--- config.mk ---
export PLATFORM = sky130hd
export DESIGN_NAME = reg_file_multiport
export DESIGN_NICKNAME = d
export VERILOG_FILES = /design/src/rtl/reg_file_multiport.sv
export SDC_FILE = /design/constraint.sdc
export NUM_CORES = 1
export LEC_CHECK = 0
export BUFFER_PORTS_ARGS = -buffer_cell sky130_fd_sc_hd__clkbuf_2
export CAP_MARGIN = 20
export CORE_MARGIN = 1
export CORE_UTILIZATION = 36
export CTS_BUF_LIST = sky130_fd_sc_hd__clkbuf_8 sky130_fd_sc_hd__clkbuf_16
export CTS_CLUSTER_SIZE = 25
export DETAILED_ROUTE_END_ITERATION = 16
export PLACE_DENSITY = 0.55
export SLEW_MARGIN = 25
export SYNTH_ARGS = -nofsm -noshare
export SYNTH_HDL_FRONTEND = slang
export SYNTH_SLANG_ARGS = --single-unit
--- constraint.sdc ---
create_clock -name clk -period 2.7 [get_ports clk]
set_clock_uncertainty 0.15 [all_clocks]
set_input_delay 0.54 -clock clk [delete_from_list [all_inputs] [get_ports clk]]
set_output_delay 0.54 -clock clk [all_outputs]
set_load 0.03 [all_outputs]
--- src/rtl/reg_file_multiport.sv ---
// Multiport register file: one synchronous write port, READ_PORTS registered read ports,
// sequenced hardware clear. Define REG_FILE_BYPASS_EN to forward same-cycle writes to reads.
module reg_file_multiport #(
    parameter int WORD_SIZE  = 16,
    parameter int NIB_SIZE   = 4,
    parameter int REG_COUNT  = 16,
    parameter int READ_PORTS = 2,
    parameter int ZERO_REG   = 0
) (
    input  logic                            clk,
    input  logic                            reset,
    input  logic [READ_PORTS-1:0]           rd_en,
    input  logic [READ_PORTS*NIB_SIZE-1:0]  rd_addr,
    output logic [READ_PORTS*WORD_SIZE-1:0] rd_data,
    input  logic                            wr_en,
    input  logic [NIB_SIZE-1:0]             wr_addr,
    input  logic [WORD_SIZE-1:0]            wr_data,
    input  logic                            clear,
    output logic                            ready
);

    localparam int                IDX_W    = $clog2(REG_COUNT + 1);
    localparam logic [IDX_W-1:0]  LAST_IDX = IDX_W'(REG_COUNT - 1);

    typedef enum logic {
        CLEAR,
        IDLE
    } state_t;

    state_t                 state, next_state;
    logic [IDX_W-1:0]       idx, next_idx;
    logic [WORD_SIZE-1:0]   mem [REG_COUNT];
    logic [WORD_SIZE-1:0]   rd_val [READ_PORTS];
    logic                   wr_ok;

    always_ff @(posedge clk) begin
        if (reset) begin
            state <= CLEAR;
            idx   <= '0;
        end else begin
            state <= next_state;
            idx   <= next_idx;
        end
    end

    always_comb begin
        next_state = state;
        next_idx   = idx;
        case (state)
            CLEAR: begin
                next_idx = idx + IDX_W'(1);
                if (idx == LAST_IDX) next_state = IDLE;
            end
            IDLE: begin
                if (clear) begin
                    next_state = CLEAR;
                    next_idx   = '0;
                end
            end
            default: next_state = CLEAR;
        endcase
    end

    assign ready = (state == IDLE);

    // Clear wins over a same-cycle write; out-of-range and hardwired-zero writes vanish.
    assign wr_ok = (state == IDLE) && wr_en && !clear
                && (32'(wr_addr) < 32'(REG_COUNT))
                && !((ZERO_REG != 0) && (wr_addr == '0));

    // NOTE: the storage array has no reset branch on purpose; the clear sweep
    // defines its contents, which keeps it mappable onto plain flops/LUT-RAM.
    always_ff @(posedge clk) begin
        for (int r = 0; r < REG_COUNT; r++) begin
            if (state == CLEAR && idx == IDX_W'(r))
                mem[r] <= '0;
            else if (wr_ok && wr_addr == NIB_SIZE'(r))
                mem[r] <= wr_data;
        end
    end

    // Address decode per port; no match (out of range or zero reg) leaves the value at 0.
    always_comb begin
        for (int p = 0; p < READ_PORTS; p++) begin
            rd_val[p] = '0;
            for (int r = 0; r < REG_COUNT; r++) begin
                if (rd_addr[p*NIB_SIZE +: NIB_SIZE] == NIB_SIZE'(r)
                    && !((ZERO_REG != 0) && (r == 0)))
                    rd_val[p] = mem[r];
            end
`ifdef REG_FILE_BYPASS_EN
            if (wr_ok && wr_addr == rd_addr[p*NIB_SIZE +: NIB_SIZE])
                rd_val[p] = wr_data;
`endif
        end
    end

    always_ff @(posedge clk) begin
        if (reset || state == CLEAR) begin
            rd_data <= '0;
        end else begin
            for (int p = 0; p < READ_PORTS; p++) begin
                if (rd_en[p]) rd_data[p*WORD_SIZE +: WORD_SIZE] <= rd_val[p];
            end
        end
    end

endmodule
==> impl_metrics.py, run 1 <==
metrics = {
    "setup_path": {
        "crit_path_max_fanout": 15,
        "max_stage_delay_ns": 0.89,
        "required_ns": 3.03,
        "worst_path_max_delay_cell": "a2111oi_0",
        "cp_cell_sequence": "buf_4, nor2b_2, and2_1, o21ai_0, a2111oi_0, a211o_1",
        "path_class": "register to register",
        "end_kind": "register",
        "critPathLaunchType": "register",
        "reg2reg_slack_ns": 0.13,
        "r2r_cells": 6,
        "arrival_ns": 2.91,
    },
    "route": {
        "ant_nets": 0,
        "routed_via_density": 6.05,
        "wl_per_cell_um": 27.6,
        "dr.first_iter.drc_count": 1983,
        "first_pass_iters": 8,
        "wl_um": 62800,
        "drcViolationCount": 0,
        "vias": 13800,
    },
    "clock_tree": {
        "hold_buffers": 0,
        "cts_buffers": 35,
        "cts_setup_buffers": 0,
        "insertion_delay_ns": 0.55,
        "ctsResizeCount": 0,
        "cts_tree": "done",
        "cts_max_level": 2,
        "clk_pin_slew_ns": 0.06,
        "cts_buffer_depth": 3,
        "cts_root_buffer": "clkbuf_16",
        "cts.sinks": 294,
    },
    "sta": {
        "min_period_ns": 2.57,
        "min_period_over_period_pct": 95.3,
        "setup-violations-final": 0,
        "rsz0062_at_grt": "false",
        "worst_pin_slew_ns": 1.08,
        "hold_violations": 0,
        "clock.fmax_mhz": 388,
        "slew-limit-headroom_pct": 26.2,
        "maxSlewViolCount": 0,
        "fin_setup_tns_ns": 0,
    },
    "synthesis": {
        "synth-simple-area-share_pct": 18.4,
        "synth_seq_area_share_pct": 51.4,
        "synth_edf_count": 256,
        "yosysWarnings": 0,
        "syn_area_um2": 16400,
        "synthesis.nets": 1564,
        "ys_top_cells_by_area": "edfxtp_1 47%, and2_1 9.9%, dfxtp_1 4.6%",
        "syn_avg_cell_area_um2": 10.8,
        "synth_mux_area_share_pct": 9.42,
        "synth_flop_cell": "edfxtp_1",
        "synth_top_area_share_pct": 46.8,
        "yosysTopAreaCell": "edfxtp_1",
        "synth-compound-area-share_pct": 16.1,
        "synth_most_common_cell": "and2_1",
        "yosys.cell_types.count": 72,
        "ys_ff_latch": 294,
        "async_flop_share_pct": 0,
        "synth_common_cells": "261 x and2_1, 256 x edfxtp_1, 126 x o21ai_0, 82 x nor2_1, 80 x a21oi_1",
        "synth-adder-area-share_pct": 0.381,
        "syn_inst": 1525,
        "synth_top_family_by_area": "simple AND/OR/NAND/NOR gates",
        "synthXorXnorAreaFrac_pct": 0,
    },
    "global_route": {
        "antenna_found_initial": 0,
        "grt_max_degree": 36,
        "grt_pass1_vias": 13700,
        "overflow": 0,
        "grt_pass1_wl_um": 92300,
        "track_usage_pct": 27.0,
    },
    "floorplanning": {
        "die_h_um": 216,
        "row_count": 77,
        "core_um2": 44600,
        "start_util_pct": 36.8,
        "die_w_um": 216,
        "io-pin-count": 67,
        "die_area_um2": 46500,
    },
    "layout": {
        "diodes": 0,
        "syn2layout_area_growth_pct": 18.4,
        "fin_nets": 1698,
        "utilization_pct": 43.6,
        "multi_input_area_um2": 7360,
        "final_layout_size_suffix_gt1_share_pct": 21.1,
        "fillers": 4193,
        "layout.area.seq_um2": 8450,
    },
    "power": {
        "leakage_nw": 6.79,
        "ir_drop_mv": 0.356,
        "power.density_nw_per_um2": 555,
    },
    "hold_path": {
        "hold_class": "input port to register",
        "hold_depth": 2,
    },
    "run_status": {
        "status": "finished clean",
    },
    "flow_run": {
        "cap_violations": 0,
    },
    "placed_design": {
        "dp_hpwl_um": 45400,
        "gp_congestion": 0.970,
        "place.port_buffers": 66,
    },
}
## final cells by class
class | instances | share of cell area [%]
clock inverter | 20 | 0.624
sequential | 294 | 43.4
multi-input combinational | 1087 | 37.8
inverter | 23 | 0.444
clock buffer | 40 | 4.86
tap | 592 | 3.81
timing repair buffer | 218 | 8.97
## report_power, final
| group | switching, mW | leakage, nW | internal (mW) |
|---|---|---|---|
| Clock | 1.94 | 0.565 | 2.59 |
| Sequential | 0.0558 | 2.38 | 4.98 |
| Combinational | 0.779 | 3.85 | 0.441 |
| Total | 2.78 | 6.79 | 8.01 |
## metal layers
layer,global-route usage (%),wire length [um],share of wire [%]
met2,44.0,29500,47
met3,4.59,5470,8.7
met4,11.0,2480,3.9
met1,35.6,25400,40
met5,0,0,0
## final timing paths
path,from,to
setup reg to reg,ready,rd_data[9]
hold / removal,reset,idx[1]
hold reg to reg,rd_data[1],rd_data[1]
setup / recovery,ready,rd_data[9]
## through the flow
step	cell area (um^2)	hold WS (ns)	worst slack, ns	power (mW)	std cells
5_1_grt	19400	0.143	0.216	11.1	2274
4_1_cts	19400	0.109	0.223	10.8	2274
3_3_place_gp	18400	0.292	-0.0943	6.31	2214
6_report	19400	0.131	0.126	10.8	2274
2_1_floorplan	16400	0.364	-0.0309	5.75	1525
3_5_place_dp	18400	0.298	-0.167	6.32	2214
## cells in the final DEF, fill, tap and decap left out, types with 11 or more instances in the layout
cell type	count
buf_12	21
edfxtp_1	256
mux2i_1	68
a31oi_1	20
nand3_1	17
nor2_1	81
mux4_2	23
a221oi_1	11
inv_1	30
buf_4	135
and2_1	261
nand2_1	79
clkbuf_16	35
mux2_2	31
a211oi_1	18
a22oi_1	17
nor2b_1	19
o21ai_0	125
o221ai_1	15
nor3_1	19
clkbuf_2	62
a21oi_1	80
o22ai_1	32
nand2b_1	25
dfxtp_1	38
## flip-flops by register name (all words and copies together), names as in the netlist
name and count:
mem 256, rd_data 32, ready 1, idx 5
## logic make-up after synthesis
kind of cell,after synthesis
buffers and inverters,144
adders and majority gates,5
muxes,122
AOI/OAI and AO/OA,415
DFF,294
and+or+nand+nor,545
## critical path, delay by kind of cell (launching register included)
kind                   cells  cell delay, ns
buffers and inverters      1            0.19
flip-flops                 1            0.32
AO/OA/AOI/OAI              3            1.29
AND/OR/NAND/NOR            2            0.56
(Power assumes the default switching activity.)
==> run 2: changes to the inputs <==
CTS_BUF_LIST = unset   (was sky130_fd_sc_hd__clkbuf_8 sky130_fd_sc_hd__clkbuf_16)
==> impl_metrics.py, run 2 (synthesized netlist as in run 1, its figures left out) <==
metrics = {
    "run_status": {
        "status": "finished clean",
    },
    "setup_path": {
        "end_kind": "register",
        "cp_num_buf_inv": 1,
        "crit_path_max_fanout": 15,
        "critPathLaunchType": "register",
        "cp_top_family": "compound AO/OA/AOI/OAI gates",
        "max_stage_delay_ns": 0.88,
        "required_ns": 3.03,
        "path_class": "register to register",
        "arrival_ns": 2.90,
        "worst_path_max_delay_cell": "a2111oi_0",
        "cp_cell_sequence": "buf_4, nor2b_2, and2_1, o21ai_0, a2111oi_0, a211o_1",
    },
    "layout": {
        "largest_register": "mem",
        "fillers": 4193,
        "mostFrequentLayoutCells": "261 x and2_1, 256 x edfxtp_1, 135 x buf_4",
        "largestRegisters": "mem (256), rd_data (32), idx (5)",
        "fin_nets": 1698,
        "final_layout_size_suffix_gt1_share_pct": 21.1,
        "final_common_cell": "and2_1",
        "utilization_pct": 43.6,
        "diodes": 0,
        "largest_reg_flops": 256,
        "syn2layout_area_growth_pct": 18.4,
    },
    "floorplanning": {
        "row_count": 77,
        "core_um2": 44600,
        "die_area_um2": 46500,
        "die_h_um": 216,
        "start_util_pct": 36.8,
        "io-pin-count": 67,
        "die_w_um": 216,
    },
    "route": {
        "vias": 13800,
        "dr.first_iter.drc_count": 1999,
        "drcViolationCount": 0,
        "first_pass_iters": 9,
        "wl_um": 62800,
        "wl_per_cell_um": 27.6,
        "routed_via_density": 6.08,
        "ant_nets": 0,
    },
    "global_route": {
        "grt_max_degree": 36,
        "grt_pass1_vias": 13700,
        "busiest_layer": "met2",
        "overflow": 0,
        "grtUsageMet3_pct": 4.59,
        "antenna_found_initial": 0,
        "use_met1_pct": 35.6,
        "track_usage_pct": 27.0,
        "grt_pass1_wl_um": 92300,
        "met2_usage_pct": 44.0,
    },
    "placed_design": {
        "dp_hpwl_um": 45400,
        "place.port_buffers": 66,
        "gp_congestion": 0.970,
    },
    "sta": {
        "min_period_ns": 2.56,
        "maxSlewViolCount": 0,
        "worst_pin_slew_ns": 1.06,
        "min_period_over_period_pct": 94.9,
        "slew-limit-headroom_pct": 27.2,
        "worst_hold_slack_ns": 0.131,
        "clock.fmax_mhz": 390,
        "hold_violations": 0,
        "rsz0062_at_grt": "false",
        "setup-violations-final": 0,
    },
    "power": {
        "power.density_nw_per_um2": 557,
        "leakage_nw": 6.75,
        "finalPower_mw": 10.8,
        "ir_drop_mv": 0.357,
    },
    "clock_tree": {
        "cts_setup_buffers": 0,
        "cts_tree": "done",
        "cts_buffers": 35,
        "insertion_delay_ns": 0.55,
        "hold_buffers": 0,
        "cts.sinks": 294,
        "ctsResizeCount": 0,
        "cts_max_level": 2,
        "cts_buffer_depth": 3,
        "clk_pin_slew_ns": 0.06,
        "cts_root_buffer": "clkbuf_16",
    },
    "hold_path": {
        "hold_class": "input port to register",
    },
    "flow_run": {
        "cap_violations": 0,
    },
}
-- run 2: worst paths after layout --
check | from | cells past startpoint | slack [ns] | endpoint
max | ready | 6 | 0.14 | rd_data[9]
min | reset | 2 | 0.13 | idx[1]
max reg2reg | ready | 6 | 0.14 | rd_data[9]
min reg2reg | rd_data[14] | 2 | 0.31 | rd_data[14]
-- run 2: through the flow --
step	TNS [ns]	setup slack, ns	area (um^2)	cells
floorplan	-1.48	-0.0309	16400	1525
CTS	0	0.223	19400	2274
finish	0	0.137	19400	2274
global placement	-0.268	-0.0943	18400	2214
global route	0	0.216	19400	2274
detailed placement	-0.397	-0.167	18400	2214
-- run 2: cell type report --
type | count | area, um^2 | area share [%]
Clock buffer | 50 | 982 | 5.05
Sequential cell | 294 | 8450 | 43.4
Clock inverter | 10 | 83.8 | 0.431
Inverter | 23 | 86.3 | 0.444
Multi-Input combinational cell | 1087 | 7360 | 37.8
Tap cell | 592 | 741 | 3.81
Timing Repair Buffer | 218 | 1740 | 8.97
-- run 2: power by group --
part / leakage [nW] / total (mW) / switching (mW) / internal [mW]
combinational: 3.85 / 1.22 / 0.780 / 0.441
sequential: 2.38 / 5.03 / 0.0555 / 4.98
clock: 0.524 / 4.57 / 1.94 / 2.63
-- run 2: layer usage --
metal  wire length, um  vias up  part of all wire, %
met1             25300     6892                   40
met5                 0        -                    0
met4              2620        0                  4.2
met2             29300      812                   47
li1                  -     5960                    -
met3              5580      166                  8.9
==> run 3: changes to the inputs <==
CORE_MARGIN = 5   (was 1)
==> impl_metrics.py, run 3 (synthesized netlist as in run 1, its figures left out) <==
metrics = {
    "hold_path": {
        "hold_depth": 2,
        "hold_class": "input port to register",
    },
    "route": {
        "drcViolationCount": 0,
        "dr.first_iter.drc_count": 1586,
        "wl_um": 64100,
        "wl_per_cell_um": 27.9,
        "routed_via_density": 6.02,
        "first_pass_iters": 5,
        "vias": 13800,
        "ant_nets": 0,
    },
    "layout": {
        "mostFrequentLayoutCells": "261 x and2_1, 256 x edfxtp_1, 141 x buf_4",
        "final_common_cell": "and2_1",
        "largestRegisters": "mem (256), rd_data (32), idx (5)",
        "final_layout_size_suffix_gt1_share_pct": 21.3,
        "utilization_pct": 43.3,
        "largest_reg_flops": 256,
        "diodes": 0,
        "fillers": 4329,
        "syn2layout_area_growth_pct": 19.3,
        "fin_nets": 1709,
        "largest_register": "mem",
    },
    "placed_design": {
        "dp_hpwl_um": 45900,
        "gp_congestion": 0.945,
        "place.port_buffers": 66,
    },
    "clock_tree": {
        "cts_max_level": 2,
        "cts_buffer_depth": 3,
        "cts_tree": "done",
        "cts_buffers": 35,
        "hold_buffers": 0,
        "cts.sinks": 294,
        "cts_setup_buffers": 0,
        "insertion_delay_ns": 0.53,
        "clk_pin_slew_ns": 0.06,
        "cts_root_buffer": "clkbuf_16",
        "ctsResizeCount": 0,
    },
    "global_route": {
        "overflow": 0,
        "grt_pass1_wl_um": 93200,
        "grt_pass1_vias": 13800,
        "track_usage_pct": 24.9,
        "antenna_found_initial": 0,
        "grt_max_degree": 36,
    },
    "power": {
        "leakage_nw": 6.82,
        "ir_drop_mv": 0.406,
        "power.switching_fraction_pct": 25.6,
        "p_int_mw": 8.08,
        "p_sw_mw": 2.78,
        "power.density_nw_per_um2": 554,
        "pwr-share-clk_pct": 42.1,
        "seqPwrFrac_pct": 46.3,
        "power_frac_comb_pct": 11.6,
        "finalPower_mw": 10.9,
    },
    "floorplanning": {
        "die_w_um": 224,
        "io-pin-count": 67,
        "start_util_pct": 36.3,
        "core_um2": 45300,
        "row_count": 78,
        "die_area_um2": 50000,
        "die_h_um": 224,
    },
    "setup_path": {
        "required_ns": 2.97,
        "r2r_cells": 7,
        "end_kind": "register",
        "arrival_ns": 2.61,
        "crit_path_max_fanout": 20,
        "path_class": "input port to register",
        "critPathLaunchType": "input port",
    },
    "sta": {
        "slew-limit-headroom_pct": 38.2,
        "rsz0062_at_grt": "false",
        "worst_pin_slew_ns": 0.926,
        "hold_violations": 0,
        "min_period_over_period_pct": 86.7,
        "setup-violations-final": 0,
        "min_period_ns": 2.34,
        "maxSlewViolCount": 0,
        "clock.fmax_mhz": 427,
    },
    "run_status": {
        "status": "finished clean",
    },
    "flow_run": {
        "cap_violations": 0,
    },
}
run 3: area by class of cell:
| cell class | count | area (um^2) | share of cell area, % |
|---|---|---|---|
| Timing Repair Buffer | 229 | 1890 | 9.64 |
| Tap cell | 600 | 751 | 3.83 |
| Inverter | 23 | 86.3 | 0.441 |
| Clock inverter | 17 | 125 | 0.638 |
| Multi-Input combinational cell | 1087 | 7360 | 37.6 |
| Clock buffer | 44 | 940 | 4.79 |
| Sequential cell | 294 | 8450 | 43.1 |
run 3: routing by layer:
| layer | wire [um] | global-route usage, % | vias to the layer above | part of all wire (%) |
|---|---|---|---|---|
| li1 | - | - | 5973 | - |
| met1 | 26300 | 33.6 | 6939 | 41 |
| met2 | 30300 | 40.9 | 752 | 47 |
| met3 | 5120 | 3.96 | 141 | 8.0 |
| met4 | 2340 | 9.07 | 0 | 3.7 |
| met5 | 0 | 0 | - | 0 |
run 3: power groups by stage:
| stage | Sequential, mW | Combinational [mW] | Clock [mW] |
|---|---|---|---|
| finish | 5.03 | 1.26 | 4.57 |
| detailed placement | 5.13 | 1.23 | 0 |
| global placement | 5.13 | 1.23 | 0 |
| global route | 5.04 | 1.31 | 4.79 |
| floorplan | 5.10 | 0.647 | 0 |
| CTS | 5.03 | 1.24 | 4.63 |
run 3: worst paths after layout:
kind               start           to  slack [ns]
min                reset       idx[1]        0.13
min reg2reg  rd_data[14]  rd_data[14]        0.31
max           rd_addr[0]   rd_data[2]        0.36
max reg2reg        ready  rd_data[28]        0.43
run 3: metrics by stage:
| step | TNS [ns] | hold WS (ns) | area (um^2) | std cells | worst slack, ns |
|---|---|---|---|---|---|
| 3_3_place_gp | -0.313 | 0.301 | 18500 | 2233 | -0.163 |
| 6_report | 0 | 0.134 | 19600 | 2294 | 0.360 |
| 2_1_floorplan | -1.48 | 0.364 | 16400 | 1525 | -0.0309 |
| 5_1_grt | 0 | 0.131 | 19600 | 2294 | 0.325 |
| 3_5_place_dp | -0.360 | 0.305 | 18500 | 2233 | -0.167 |
| 4_1_cts | 0 | 0.119 | 19600 | 2294 | 0.388 |
run 3: worst max-delay path, cell delays in order:
cell and delay [ns]:
buf_4 0.20, buf_4 0.18, buf_12 0.16, buf_12 0.18
mux2i_1 0.27, o22ai_1 0.14, a31oi_1 0.39, buf_4 0.20
o21ai_0 0.11, a22o_1 0.22
